File: src/rtl/forward_hazard_unit_pkg.sv
// Shared encodings for the EX-stage forwarding/hazard unit: mux selects and
// stall FSM states.
package forward_hazard_unit_pkg;

  localparam logic [1:0] FWD_RF  = 2'b00;
  localparam logic [1:0] FWD_WB  = 2'b01;
  localparam logic [1:0] FWD_MEM = 2'b10;

  typedef enum logic {
    RUN   = 1'b0,
    STALL = 1'b1
  } state_e;

endpackage

File: src/rtl/forward_hazard_unit_fwd_select.sv
// Per-operand forwarding select: the newest producer (EX) wins over MEM,
// register $0 is never forwarded, and an unused operand always reads the RF.
module forward_hazard_unit_fwd_select
  import forward_hazard_unit_pkg::*;
#(
  parameter int REG_AW = 5
) (
  input  logic              use_i,
  input  logic [REG_AW-1:0] src_i,
  input  logic [REG_AW-1:0] ex_dst_i,
  input  logic              ex_regwrite_i,
  input  logic              ex_memread_i,
  input  logic [REG_AW-1:0] mem_dst_i,
  input  logic              mem_wr_i,
  output logic [1:0]        sel_o
);

  logic ex_hit_s;
  logic mem_hit_s;

  // A load in EX has no result yet, so it is excluded from the EX match
  always_comb begin
    ex_hit_s  = ex_regwrite_i && !ex_memread_i &&
                (ex_dst_i != {REG_AW{1'b0}}) && (ex_dst_i == src_i);
    mem_hit_s = mem_wr_i && (mem_dst_i != {REG_AW{1'b0}}) && (mem_dst_i == src_i);
  end

  // Priority select
  always_comb begin
    sel_o = FWD_RF;
    if (!use_i) begin
      sel_o = FWD_RF;
    end else if (ex_hit_s) begin
      sel_o = FWD_MEM;
    end else if (mem_hit_s) begin
      sel_o = FWD_WB;
    end else begin
      sel_o = FWD_RF;
    end
  end

endmodule

File: src/rtl/forward_hazard_unit.sv
// Operand-forwarding select and load-use stall control between ID and ID/EX,
// with a saturating stall-cycle counter.
module forward_hazard_unit
  import forward_hazard_unit_pkg::*;
#(
  parameter int REG_AW = 5,
  parameter int CNT_W  = 16
) (
  input  logic              Clk,
  input  logic              Rst_n,
  input  logic [REG_AW-1:0] id_rs,
  input  logic [REG_AW-1:0] id_rt,
  input  logic              id_use_rs,
  input  logic              id_use_rt,
  input  logic [REG_AW-1:0] ex_dst,
  input  logic              ex_regwrite,
  input  logic              ex_memread,
  input  logic              flush,
  output logic [1:0]        fwd_a,
  output logic [1:0]        fwd_b,
  output logic              pc_write,
  output logic              ifid_write,
  output logic              idex_bubble,
  output logic [CNT_W-1:0]  stall_count
);

  state_e            state_q, state_d;
  logic [REG_AW-1:0] mem_dst_q;
  logic              mem_wr_q;
  logic [1:0]        fwd_a_q, fwd_a_d;
  logic [1:0]        fwd_b_q, fwd_b_d;
  logic [CNT_W-1:0]  cnt_q, cnt_d;
  logic [1:0]        sel_a_s;
  logic [1:0]        sel_b_s;
  logic              haz_s;
  logic              stall_s;

  forward_hazard_unit_fwd_select #(.REG_AW(REG_AW)) u_sel_a (
    .use_i         (id_use_rs),
    .src_i         (id_rs),
    .ex_dst_i      (ex_dst),
    .ex_regwrite_i (ex_regwrite),
    .ex_memread_i  (ex_memread),
    .mem_dst_i     (mem_dst_q),
    .mem_wr_i      (mem_wr_q),
    .sel_o         (sel_a_s)
  );

  forward_hazard_unit_fwd_select #(.REG_AW(REG_AW)) u_sel_b (
    .use_i         (id_use_rt),
    .src_i         (id_rt),
    .ex_dst_i      (ex_dst),
    .ex_regwrite_i (ex_regwrite),
    .ex_memread_i  (ex_memread),
    .mem_dst_i     (mem_dst_q),
    .mem_wr_i      (mem_wr_q),
    .sel_o         (sel_b_s)
  );

  // Load-use detection; gated by Rst_n so the pipeline stays enabled in reset
  always_comb begin
    haz_s = ex_memread && ex_regwrite && (ex_dst != {REG_AW{1'b0}}) &&
            ((id_use_rs && (ex_dst == id_rs)) || (id_use_rt && (ex_dst == id_rt))) &&
            !flush;
    stall_s = (state_q == RUN) && haz_s && Rst_n;
  end

  // Next-state, forward-select and counter logic
  always_comb begin
    state_d = state_q;
    fwd_a_d = sel_a_s;
    fwd_b_d = sel_b_s;
    cnt_d   = cnt_q;
    case (state_q)
      RUN:     state_d = stall_s ? STALL : RUN;
      STALL:   state_d = RUN;
      default: state_d = RUN;
    endcase
    if (flush || stall_s) begin
      fwd_a_d = FWD_RF;
      fwd_b_d = FWD_RF;
    end else begin
      fwd_a_d = sel_a_s;
      fwd_b_d = sel_b_s;
    end
    if (stall_s && (cnt_q != {CNT_W{1'b1}})) begin
      cnt_d = cnt_q + {{(CNT_W-1){1'b0}}, 1'b1};
    end else begin
      cnt_d = cnt_q;
    end
  end

  // Pipeline state: FSM, MEM tracker, registered selects and stall counter
  always_ff @(posedge Clk or negedge Rst_n) begin
    if (!Rst_n) begin
      state_q   <= RUN;
      mem_dst_q <= {REG_AW{1'b0}};
      mem_wr_q  <= 1'b0;
      fwd_a_q   <= FWD_RF;
      fwd_b_q   <= FWD_RF;
      cnt_q     <= {CNT_W{1'b0}};
    end else begin
      state_q   <= state_d;
      mem_dst_q <= ex_dst;
      mem_wr_q  <= ex_regwrite;
      fwd_a_q   <= fwd_a_d;
      fwd_b_q   <= fwd_b_d;
      cnt_q     <= cnt_d;
    end
  end

  assign fwd_a       = fwd_a_q;
  assign fwd_b       = fwd_b_q;
  assign stall_count = cnt_q;
  assign pc_write    = !stall_s;
  assign ifid_write  = !stall_s;
  assign idex_bubble = stall_s;

endmodule

File: config.mk
export PLATFORM = sky130hd
export DESIGN_NAME = forward_hazard_unit
export DESIGN_NICKNAME = d
export VERILOG_FILES = /design/src/rtl/forward_hazard_unit_pkg.sv /design/src/rtl/forward_hazard_unit_fwd_select.sv /design/src/rtl/forward_hazard_unit.sv
export SDC_FILE = /design/constraint.sdc
export NUM_CORES = 1
export LEC_CHECK = 0
export CAP_MARGIN = 15
export CORE_ASPECT_RATIO = 1.2
export CORE_MARGIN = 2
export CORE_UTILIZATION = 45
export CTS_CLUSTER_DIAMETER = 30
export DETAILED_ROUTE_END_ITERATION = 8
export HOLD_SLACK_MARGIN = 0.02
export MAX_ROUTING_LAYER = met4
export PLACE_DENSITY = 0.77
export SLEW_MARGIN = 5
export SYNTH_ARGS = -nofsm -noshare
export SYNTH_HDL_FRONTEND = slang
export SYNTH_SLANG_ARGS = --single-unit
File: constraint.sdc
create_clock -name Clk -period 2.4 [get_ports Clk]
set_clock_uncertainty 0.05 [all_clocks]
set_input_delay 0.36 -clock Clk [delete_from_list [all_inputs] [get_ports Clk]]
set_output_delay 0.36 -clock Clk [all_outputs]
set_load 0.03 [all_outputs]
* After elaboration in Yosys (flattened, before gate mapping)
Index checks and enable logic that the tools add are counted.
Word-level totals: output and inout bits 23, memory bits (writable) 0, bits in latches 0, bits in registers 27, bits of input ports 22, memory bits (read-only) 0, memories kept 0
Cells by class: eq/ne operators 5, bitwise operators 1, multipliers 0, reduce and logical (&&, ||, !) cells 23, add/subtract/negate cells 1, shift-type cells 0, order comparisons 0, div/mod/pow operators 0, muxes and demuxes 10
Operator list (number):
- 5-bit == test | 4
- 16-bit by 1-bit adder with 16-bit output (second input constant) | 1
- 1-bit logical AND | 16
- 16-bit inequality test (second input constant) | 1
- 2-bit two-way mux | 6
- 5-bit nonzero test | 2
- 1-bit zero test | 3
- 1-bit two-way mux | 3
- 1-bit logical OR | 2
- 1-bit one-hot mux with 2 select lines | 1
- 1-bit inverter | 1

* Depth between registers and ports, before layout
word-level depth 9, mapped depth 8, gate-level depth less buffers 7

* Modules after synthesis
A second synthesis with hierarchy kept.
Second synthesis, totals: cell total of the unflattened synthesis 157, area, all modules 1625.3 µm²
By module, submodules not included:
- forward_hazard_unit | area each 1310.0 µm², instances 1, cells an instance 113
- forward_hazard_unit_fwd_select | area each 157.7 µm², instances 2, cells an instance 22

* Least setup slack after synthesis
No wires, ideal clock.
path kind in2out, start point input port id_rt[0], end point output port pc_write, stages on the path 7, buffers on the path 2, data arrival time 1.847 ns, required time 1.990 ns, slack 0.143 ns, cells stage by stage nor2b_1 -> a2111o_1 -> nor4b_4 -> o21a_4 -> inv_4 -> buf_8 -> buf_4
On the way: word-level cells in the longest chain between the ends 8
Ends and longest elaborated chain:
- start, declared | RTL line forward_hazard_unit.sv:12 | input logic [REG_AW-1:0] id_rt,
- 5-bit == test | RTL line forward_hazard_unit.sv:63 | ((id_use_rs && (ex_dst == id_rs)) || (id_use_rt && (ex_dst == id_rt))) &&
- 1-bit logical AND | RTL line forward_hazard_unit.sv:63
- 1-bit logical OR | RTL line forward_hazard_unit.sv:63
- 1-bit logical AND | RTL line forward_hazard_unit.sv:62 | haz_s = ex_memread && ex_regwrite && (ex_dst != {REG_AW{1'b0}}) &&
- 1-bit logical AND | RTL line forward_hazard_unit.sv:63
- 1-bit logical AND (2 in series) | RTL line forward_hazard_unit.sv:65 | stall_s = (state_q == RUN) && haz_s && Rst_n;
- via idex_bubble | RTL line forward_hazard_unit.sv:23 | output logic idex_bubble,
- 1-bit zero test
- end, declared | RTL line forward_hazard_unit.sv:21 | output logic pc_write,
The timed path passes the listed nets, and every way through them passes these cells.

* Worst setup path in the final report
start point input port ex_dst[1], end point output port pc_write
On the way: word-level cells in the longest chain between the ends 8, elaborated cells between the ends (all ways) 12
Ends and longest elaborated chain:
- start, declared | RTL line forward_hazard_unit.sv:15 | input logic [REG_AW-1:0] ex_dst,
- 5-bit == test | RTL line forward_hazard_unit.sv:63
- 1-bit logical AND | RTL line forward_hazard_unit.sv:63
- 1-bit logical OR | RTL line forward_hazard_unit.sv:63
- 1-bit logical AND (*) | RTL line forward_hazard_unit.sv:62
- 1-bit logical AND (*) | RTL line forward_hazard_unit.sv:63
- 1-bit logical AND (*) (2 in series) | RTL line forward_hazard_unit.sv:65
- 1-bit zero test (*) | RTL line forward_hazard_unit.sv:115 | assign pc_write = !stall_s;
Every way passes the cells marked *; elsewhere a longest branch is shown, timed or not.

==> flow_summary.yaml <==
run_status:
  outcome: "finished clean"
sta:
  final.setup.tns_ns: 0
  setup_viol: 0
  max_freq_ghz: 0.425
  fin_crit_ns: 2.35
  hold_viol: 0
  worst_slack_ns: 0.0493
  relSlewSlack_pct: 73.6
  slew_violations: 0
  whs_ns: 0.215
  tightest_slew_ns: 0.393
  min_period_over_period_pct: 97.9
synthesis:
  async_flop_share_pct: 100
  synth_seq_area_share_pct: 45.2
  synth-compound-area-share_pct: 3.51
  synthAdderAreaFrac_pct: 0.837
  synth_cell_types: 33
  syn_inst: 135
  syn_avg_cell_area_sq_um: 11.1
  ys.flop_type: "dfrtp_1"
  yosysTopAreaCell: "dfrtp_1"
  synth_top_family_by_area: "simple AND/OR/NAND/NOR gates"
  synth-simple-area-share_pct: 29.1
  synth_enable_flop_cells: 0
  synth_top_area_share_pct: 45.2
  synth_seq_cells: 27
  synth_xor_area_share_pct: 18.2
  yosys-mux-area-fraction_pct: 0.753
  ys_top_cells_by_area: "dfrtp_1, xor2_1, xnor2_1, nor3_2, nand3_1"
  syn_nets: 158
  synthesis.area_sq_um: 1500
  ys_warn_count: 0
hold_path:
  hp-class: "input port to flip-flop"
  whs_path_depth: 2
  hold_start: "ex_dst[3]"
  hold-path-endpoint: "mem_dst_q[3]"
cells_and_area:
  final_common_cell: "clkdlybuf4s50_1"
  area_delta_synth_final_pct: 48.1
  fin_nets: 226
  drive_gt1_share_pct: 25.7
  design_area_sq_um: 2210
  diodes: 0
  final_cell_mix: "clkdlybuf4s50_1, dfrtp_1, buf_4, xor2_1, xnor2_1"
  stdcell_count: 238
worst_setup_path:
  worstSetupPathType: "input port to output port"
  r2r-end: "stall_count[15]"
  crit_start: "ex_dst[1]"
  rr_worst_depth: 7
  crit_required_ns: 1.99
  arrival_ns: 1.94
  r2r_slack_ns: 0.27
  critPathCaptureType: "output port"
  reg2reg_from: "stall_count[0]"
  crit_fanout: 4
  crit_path_start_kind: "input port"
cts:
  worst_skew_pair.late_latency_ns: 0.32
  h-tree-depth: 1
  tritoncts: "done"
  path_clk_slew_ns: 0.14
  cts-root-buf: "clkbuf_4"
  max-clock-path-buffers: 2
  numCtsBuffers: 3
  cts.sinks: 27
global_routing:
  grt_usage_pct: 22.3
  grt_max_degree: 28
  grt_pass1_vias: 1340
  grt.overflow.total: 0
  antenna_found_initial: 0
  grt_pass1_wl_microns: 6330
floorplan:
  chipHeight_microns: 67.1
  fp.dieArea_sq_um: 3800
  start_util_pct: 48.1
  die_w_microns: 56.6
  ios: 45
  row_count: 22
  core_area_sq_um: 3110
placement:
  hpwl_microns: 2910
  port_buffers: 44
  dp_slack_ns: -0.280
  gp_congestion: 0.826
  placedInstanceArea_sq_um: 2100
  placed_cells: 231
detailed_routing:
  drt_iter0_markers: 49
  wl_per_cell_microns: 16.0
  drtPass1Iterations: 4
  drc: 0
  routed_wl_microns: 3800
  vias_per_cell: 5.42
  ant_nets: 0
  vias: 1290
power:
  p_leak_nw: 1.02
  powerDensity_nw_per_um2: 371
  vdd_drop_max_mv: 0.389
job:
  drv_cap: 0
-- worst max-delay path, cell delays in order --
cell             delay [ns]
clkdlybuf4s15_1        0.22
nor2b_1                0.06
a2111o_1               0.45
nor4b_4                0.33
o21a_4                 0.19
clkinv_4               0.07
buf_6                  0.12
buf_6                  0.13
-- cells in the mapped netlist, types with 2 or more instances --
library cell / n
inv_1: 2
nand4_1: 3
nand2_1: 9
xor2_1: 17
nand3_1: 9
nand2b_1: 3
and3_1: 3
xnor2_1: 14
dfrtp_1: 27
nor3_1: 5
nor4_4: 2
nor4b_1: 2
nor2_1: 8
or4_1: 3
nor3_2: 5
nor2b_1: 3
nor3b_1: 4
-- metrics by stage --
stage | utilization [%] | total power [W]
after global routing | 71.2 | 0.000863
after CTS | 70.6 | 0.000829
after detailed placement | 67.5 | 0.000624
final | 71.2 | 0.000822
after global placement | 67.5 | 0.000619
after floorplan | - | 0.000536
-- logic make-up after synthesis --
| family | Yosys count |
|---|---|
| adders and majority gates | 1 |
| buffers and inverters | 5 |
| xor gates and xnor gates | 31 |
| muxes | 1 |
| AOI/OAI and AO/OA | 6 |
| and+or+nand+nor | 64 |
| DFF | 27 |
-- worst max-delay path by stage --
| stage | to | slack [ns] | cells past startpoint |
|---|---|---|---|
| finish | pc_write | 0.05 | 8 |
| global route | pc_write | -0.008 | 8 |
| CTS | pc_write | 0.02 | 10 |
| detailed placement | stall_count[15] | -0.28 | 9 |
| global placement | pc_write | -0.21 | 8 |
| floorplan | pc_write | 0.14 | 7 |
-- repair_timing --
action	in CTS	in global routing
pin swaps	5	4
gates resized for setup	20	14
setup endpoints to repair	3	3
hold buffers	0	0
setup buffers	3	0
-- per-layer routing --
metal	share of wire, %	track usage [%]	up-vias	wire (microns)
li1	-	-	609	-
met1	41	27.3	622	1570
met3	5.0	3.83	10	190
met2	51	36.9	49	1940
met5	0	-	-	0
met4	2.7	9.23	0	102
-- sequential cells by signal, indices dropped and copies added (netlist names) --
signal and flops:
mem_wr_q 1, mem_dst_q 5, stall_count 16, fwd_b 2, fwd_a 2, state_q 1
-- report_power, final --
| group | leakage [nW] | total (W) | internal [W] | switching (W) |
|---|---|---|---|---|
| Sequential | 0.358 | 0.000474 | 0.000464 | 0.0000102 |
| Clock | 0.0150 | 0.000195 | 0.0000650 | 0.000130 |
| Combinational | 0.643 | 0.000153 | 0.0000803 | 0.0000726 |
-- layout make-up --
cell class	count	area, sq um
timing repair buffer	65	604
sequential	27	676
inverter	3	16.3
clock buffer	4	26.3
tap	36	45.0
fill	240	896
multi-input combinational	103	847
Power figures use the tool's default switching activity.
==> variant 1 (config.mk and constraints unchanged) <==
Put one more register stage on the output `stall_count`, without a reset. The value now appears one clock later. The other outputs are not delayed to match.
--- a/src/rtl/forward_hazard_unit.sv
+++ b/src/rtl/forward_hazard_unit.sv
@@ -111,7 +111,9 @@
 
   assign fwd_a       = fwd_a_q;
   assign fwd_b       = fwd_b_q;
-  assign stall_count = cnt_q;
+  always_ff @(posedge Clk) begin
+    stall_count <= cnt_q;
+  end
   assign pc_write    = !stall_s;
   assign ifid_write  = !stall_s;
   assign idex_bubble = stall_s;
Function: changed (Yosys sat finds a counterexample within 4 cycles, from zero or initial values and one cycle with Rst_n low).
==> variant 1 against the unedited design <==
- sequential cell count is 16 higher
- final area is 15% higher
- synthesized cell count is 8.9% higher
- wire length is 5.4% higher
- power is 76% higher
- worst setup slack better by 9.5 ps
- count of clock-buffer cells in the layout is 1 higher
- sequential share of layout area is 8.4 points higher
- synthesized area is 22% higher
- critical path type unchanged
- critical endpoint unchanged
- highest routed layer unchanged
==> variant 1: results (changes against the unedited design) <==
| Metric | Value |
|---|---|
| Synth Flop Type | `dfrtp_1` |
| Initial antenna violation count | `0 (unchanged)` |
| Max rail drop VDD | `0.638 mV (+64%)` |
| R2R depth | `4 (-3)` |
| Via count | `1,362 (+5.6%)` |
| Clk buf depth | `2 (unchanged)` |
| Filler instances | `330 (+38%)` |
| Syn_area_per_cell | `12.4 um2 (+12%)` |
| Worst hold path class | `in -> reg` |
| CTS clk-pin slew, worst paths | `80 ps (-60 ps)` |
| Pre-antenna DRT Iters | `4 (unchanged)` |
| WP data arrival | `1930 ps` |
| Vias/cell | `5.16 (-4.8%)` |
| DPL Wire Length | `3000 um (+3.4%)` |
| Delay of the slowest critical-path stage | `540 ps (+90 ps)` |
| First-pass GRT wire length | `6620 um (+4.6%)` |
| Worst hold path depth | `1 (-1)` |
| Synth cell count leaders | `xnor2_1, dfrtp_1, dfxtp_1, nand3_1, nand4_1` |
| R2R setup slack | `420 ps (+150 ps)` |
| CTS root buf | `clkbuf_8` |
| Inst Count DP | `255 (+10%)` |
| Async SR Flop Fraction | `62.8% (-37 points)` |
| CTS buffer count | `5 (+2)` |
| Status | `finished, final reports clean` |
| First DRT Iteration DRCs | `50 (+2.0%)` |
| Placer Congestion | `0.877 (+6.2%)` |
| H-tree Lvls | `2 (+1)` |
| Diodes inserted | `0 (unchanged)` |
| Total track usage | `19.5% (-2.8 points)` |
| Largest net degree at the start of global routing | `28 (unchanged)` |
| Hold Crit Start | `ex_dst[2]` |
| Post-Syn Nets | `170 (+7.6%)` |
| Sequential area share after synthesis | `54.5% (+9.3 points)` |
| RR Startpoint | `mem_dst_q[0]$_DFF_PN0_` |
| Synth area leaders | `dfrtp_1, dfxtp_1, xnor2_1, nand3_1, xor2_1` |
| Leakage dissipation | `1.05 nW (+3.8%)` |
| Largest delay share family, worst path | `simple AND/OR/NAND/NOR gates` |
| Routed wire per std cell | `15.2 um (-5.0%)` |
| Critical Path Slowest Stage Cell | `or4_4` |
| CP Launch Point | `ex_dst[0]` |
| Nets@finish | `232 (+2.7%)` |
| Ys Warns | `0 (unchanged)` |
| Largest regs | `cnt_q (16), stall_count (16), mem_dst_q (5)` |
| Clock insertion delay at the later pin of the skew report | `300 ps (-20 ps)` |
| Distinct cells, synth | `35 (+6.1%)` |
| Share of cells above drive strength 1 | `20.5% (-5.3 points)` |
| Worst-path fanout max | `3 (-1)` |
| Slew margin rel. | `61.1% (-12 points)` |
| # port buffers | `44 (unchanged)` |
variant 1: cell types whose count changed after synthesis, sizes merged, moves of 3 or more:
cell   before  now
xnor2      14   28
nor2        8    4
nor3b       5    0
xor2       17    6
and2        0    4
dfxtp       0   16
nand3       9   12
nor3       10    0
nand2       9    5
nand4       3    8
variant 1: kinds of logic after synthesis:
family          after synthesis  share of synthesized area (%)
flops                        43                           54.5
xor+xnor                     34                           16.3
simple gates                 54                           20.4
fa+ha+maj                     1                          0.685
mux                           2                           1.23
compound gates                7                           4.52
buf+inv                       6                           2.33
variant 1: final timing paths:
kind	end
min in group asynchronous	cnt_q[6]$_DFFE_PN0P_
max in group asynchronous	cnt_q[2]$_DFFE_PN0P_
max reg2reg	fwd_a[0]$_DFF_PN0_
min reg2reg	stall_count[9]$_DFF_P_
min	mem_dst_q[2]$_DFF_PN0_
max	pc_write
variant 1: through the flow:
step	setup TNS, ps	area, um2	hold WS, ps	setup WS (ps)
finish	0	2560	225	58.8
global route	0	2560	217	3.09
CTS	-10.6	2510	381	-5.92
detailed placement	-40.5	2400	351	-22.3
global placement	0	2400	355	3.31
floorplan	0	1830	14.4	115
variant 1: cell type report:
cell class | count | area [um2] | area share, %
clock buffer | 5 | 68.8 | 2.69
clock inverter | 3 | 43.8 | 1.71
inverter | 2 | 7.51 | 0.294
multi-input combinational | 98 | 813 | 31.8
sequential | 43 | 996 | 38.9
tap | 54 | 67.6 | 2.64
timing repair buffer | 59 | 561 | 21.9
variant 1: layer usage:
layer	wire, um	global-route usage [%]	share of wire (%)
met5	0	-	0
met4	76	9.88	1.9
met3	195	4.90	4.9
met2	2110	34.3	53
met1	1620	20.7	40
variant 1: power breakdown:
group	switching (mW)	total, mW	internal [mW]
sequential	0.00921	0.740	0.730
clock	0.247	0.557	0.310
combinational	0.0719	0.153	0.0813
total	0.328	1.45	1.12
variant 1: what timing repair did:
action | 4_1_cts | 5_1_grt
hold endpoints to repair | 0 | 0
endpoints found under the setup margin | 2 | 3
hold buffers | 0 | 0
pin swaps | 0 | 5
gates resized for setup | 1 | 9
setup buffers | 0 | 1
==> variant 2 (same flow settings) <==
Made on the original files. The parameter `CNT_W` goes from 16 to 32.
--- a/src/rtl/forward_hazard_unit.sv
+++ b/src/rtl/forward_hazard_unit.sv
@@ -4,7 +4,7 @@
   import forward_hazard_unit_pkg::*;
 #(
   parameter int REG_AW = 5,
-  parameter int CNT_W  = 16
+  parameter int CNT_W  = 32
 ) (
   input  logic              Clk,
   input  logic              Rst_n,
Interface: changed (resized stall_count); port bits go from 45 to 61. The function was not compared with the original's and may differ.
==> variant 2 against the unedited design <==
- sequential share of layout area up 3.2 points
- largest cell class unchanged
- sequential cell count up 16
- final area rose by 44%
- critical endpoint is now ifid_write
- die area rose by 44%
- worst setup slack better by 60 ps
- synthesized area increased by 47%
- wire length up 34%
- power up 59%
- critical path type unchanged
==> variant 2: results (changes against the unedited design) <==
| Metric | Value |
|---|---|
| Final hold slack | `126 ps (-88.9 ps)` |
| Delay of the slowest critical-path stage | `430 ps (-20 ps)` |
| Vias/cell | `5.29 (-2.4%)` |
| DR DRC count | `0 (unchanged)` |
| Filler instances | `377 (+57%)` |
| First DRT Iteration DRCs | `109 (+120%)` |
| CTS root buf | `clkbuf_8` |
| Max FFs per register | `32 (+16)` |
| M1 GR Usage | `26.6% (-0.67 points)` |
| Sequential area share after synthesis | `49.0% (+3.8 points)` |
| Worst-path fanout max | `3 (-1)` |
| First-pass GRT wire length | `8540 um (+35%)` |
| DPL Wire Length | `3900 um (+34%)` |
| Synth Flop Type | `dfrtp_1` |
| Largest net degree at the start of global routing | `44 (+57%)` |
| Clk buf depth | `2 (unchanged)` |
| Dpl cell area | `3060 um2 (+46%)` |
| Total track usage | `21.5% (-0.86 points)` |
| WP data arrival | `1880 ps (-60 ps)` |
| Async SR Flop Fraction | `100% (unchanged)` |
| Routed wire per std cell | `14.3 um (-11%)` |
| Placer Congestion | `0.821 (-0.56%)` |
| Share of cells above drive strength 1 | `17.3% (-8.4 points)` |
| Distinct cells, synth | `30 (-9.1%)` |
| Met3 Use GR | `4.34% (+0.51 points)` |
| Ys Warns | `0 (unchanged)` |
| # port buffers | `60 (+36%)` |
| CTS clk-pin slew, worst paths | `80 ps (-60 ps)` |
| Synth area leaders | `dfrtp_1, xnor2_1, xor2_1, and3_1, nand3_1` |
| Nets@finish | `324 (+43%)` |
| Slew margin rel. | `63.6% (-10 points)` |
| Vias in the first global route | `1,887 (+41%)` |
| Diodes inserted | `0 (unchanged)` |
| Pre-antenna DRT Iters | `4 (unchanged)` |
| Worst hold path class | `in -> async` |
| H-tree Lvls | `2 (+1)` |
| Post-Syn Nets | `233 (+47%)` |
| Initial antenna violation count | `0 (unchanged)` |
| GR met2 Demand/Resource | `35.5% (-1.4 points)` |
| Leakage dissipation | `1.42 nW (+40%)` |
| Critical Path Slowest Stage Cell | `clkdlybuf4s50_1` |
| CTS buffer count | `5 (+2)` |
| Clock insertion delay at the later pin of the skew report | `290 ps (-30 ps)` |
| Max rail drop VDD | `0.318 mV (-18%)` |
| Status | `finished, final reports clean` |
| Synth cell count leaders | `dfrtp_1, xnor2_1, nand3_1, and3_1, xor2_1` |
[variant 2: changes by cell type after synthesis, moves of 4 or more]
cell	change
nand3_1	+17
nand4_1	+12
xnor2_1	+16
nor3_2	-5
nor3b_1	-4
and3_1	+18
dfrtp_1	+16
[variant 2: path summary, 6_finish.rpt]
path	from	endpoint	slack (ps)	depth (start not counted)
worst max register to register	stall_count[0]$_DFFE_PN0P_	stall_count[1]$_DFFE_PN0P_	370	7
max in group asynchronous	Rst_n	stall_count[0]$_DFFE_PN0P_	1790	2
worst min-delay path	Rst_n	stall_count[19]$_DFFE_PN0P_	130	2
worst max-delay path	ex_dst[4]	ifid_write	110	8
worst min register to register	stall_count[13]$_DFFE_PN0P_	stall_count[13]$_DFFE_PN0P_	450	1
min in group Clk	ex_dst[3]	mem_dst_q[3]$_DFF_PN0_	290	2
[variant 2: power breakdown]
| group | switching [mW] | total [mW] | internal, mW |
|---|---|---|---|
| Clock | 0.231 | 0.425 | 0.194 |
| Sequential | 0.00890 | 0.741 | 0.732 |
| Combinational | 0.0674 | 0.144 | 0.0768 |
[variant 2: timing repair]
action | CTS | global route
pin swaps | 1 | 4
hold endpoints to repair | 0 | 0
endpoints found under the setup margin | 3 | 24
setup buffers | 1 | 0
resized for setup | 9 | 6
[variant 2: metrics by stage]
step,instances,util (%),worst slack [ps]
final,358,68.9,109
after global routing,358,68.9,12.3
after CTS,358,68.5,7.41
after detailed placement,351,66.0,-209
after global placement,351,66.0,-142
after floorplan,210,-,15.8
[variant 2: critical path, delay by kind of cell]
kind                   cells  cell delay [ps]
AND/OR/NAND/NOR            2              360
buffers and inverters      4              840
XOR/XNOR                   1              130
AO/OA/AOI/OAI              1              180
[variant 2: kinds of logic after synthesis]
family / count (synthesis) / synth area share, %
AND/OR/NAND/NOR: 100 / 25.9
AO/OA/AOI/OAI: 6 / 2.11
XOR/XNOR: 49 / 19.5
adder cells (fa/ha/maj): 1 / 0.570
flip-flops: 43 / 49.0
multiplexers: 2 / 0.969
buffers and inverters: 9 / 1.88
[variant 2: per-layer routing]
metal,share of wire (%),up-vias
li1,-,923
met1,44,917
met2,51,46
met3,3.5,7
met4,1.5,0
met5,0,-
[variant 2: area by class of cell]
class | instances | area, um2 | share of cell area, %
inverter | 3 | 11.3 | 0.353
multi-input combinational | 158 | 1110 | 34.9
sequential | 43 | 1080 | 33.8
clock buffer | 6 | 72.6 | 2.28
tap | 58 | 72.6 | 2.28
timing repair buffer | 90 | 843 | 26.5
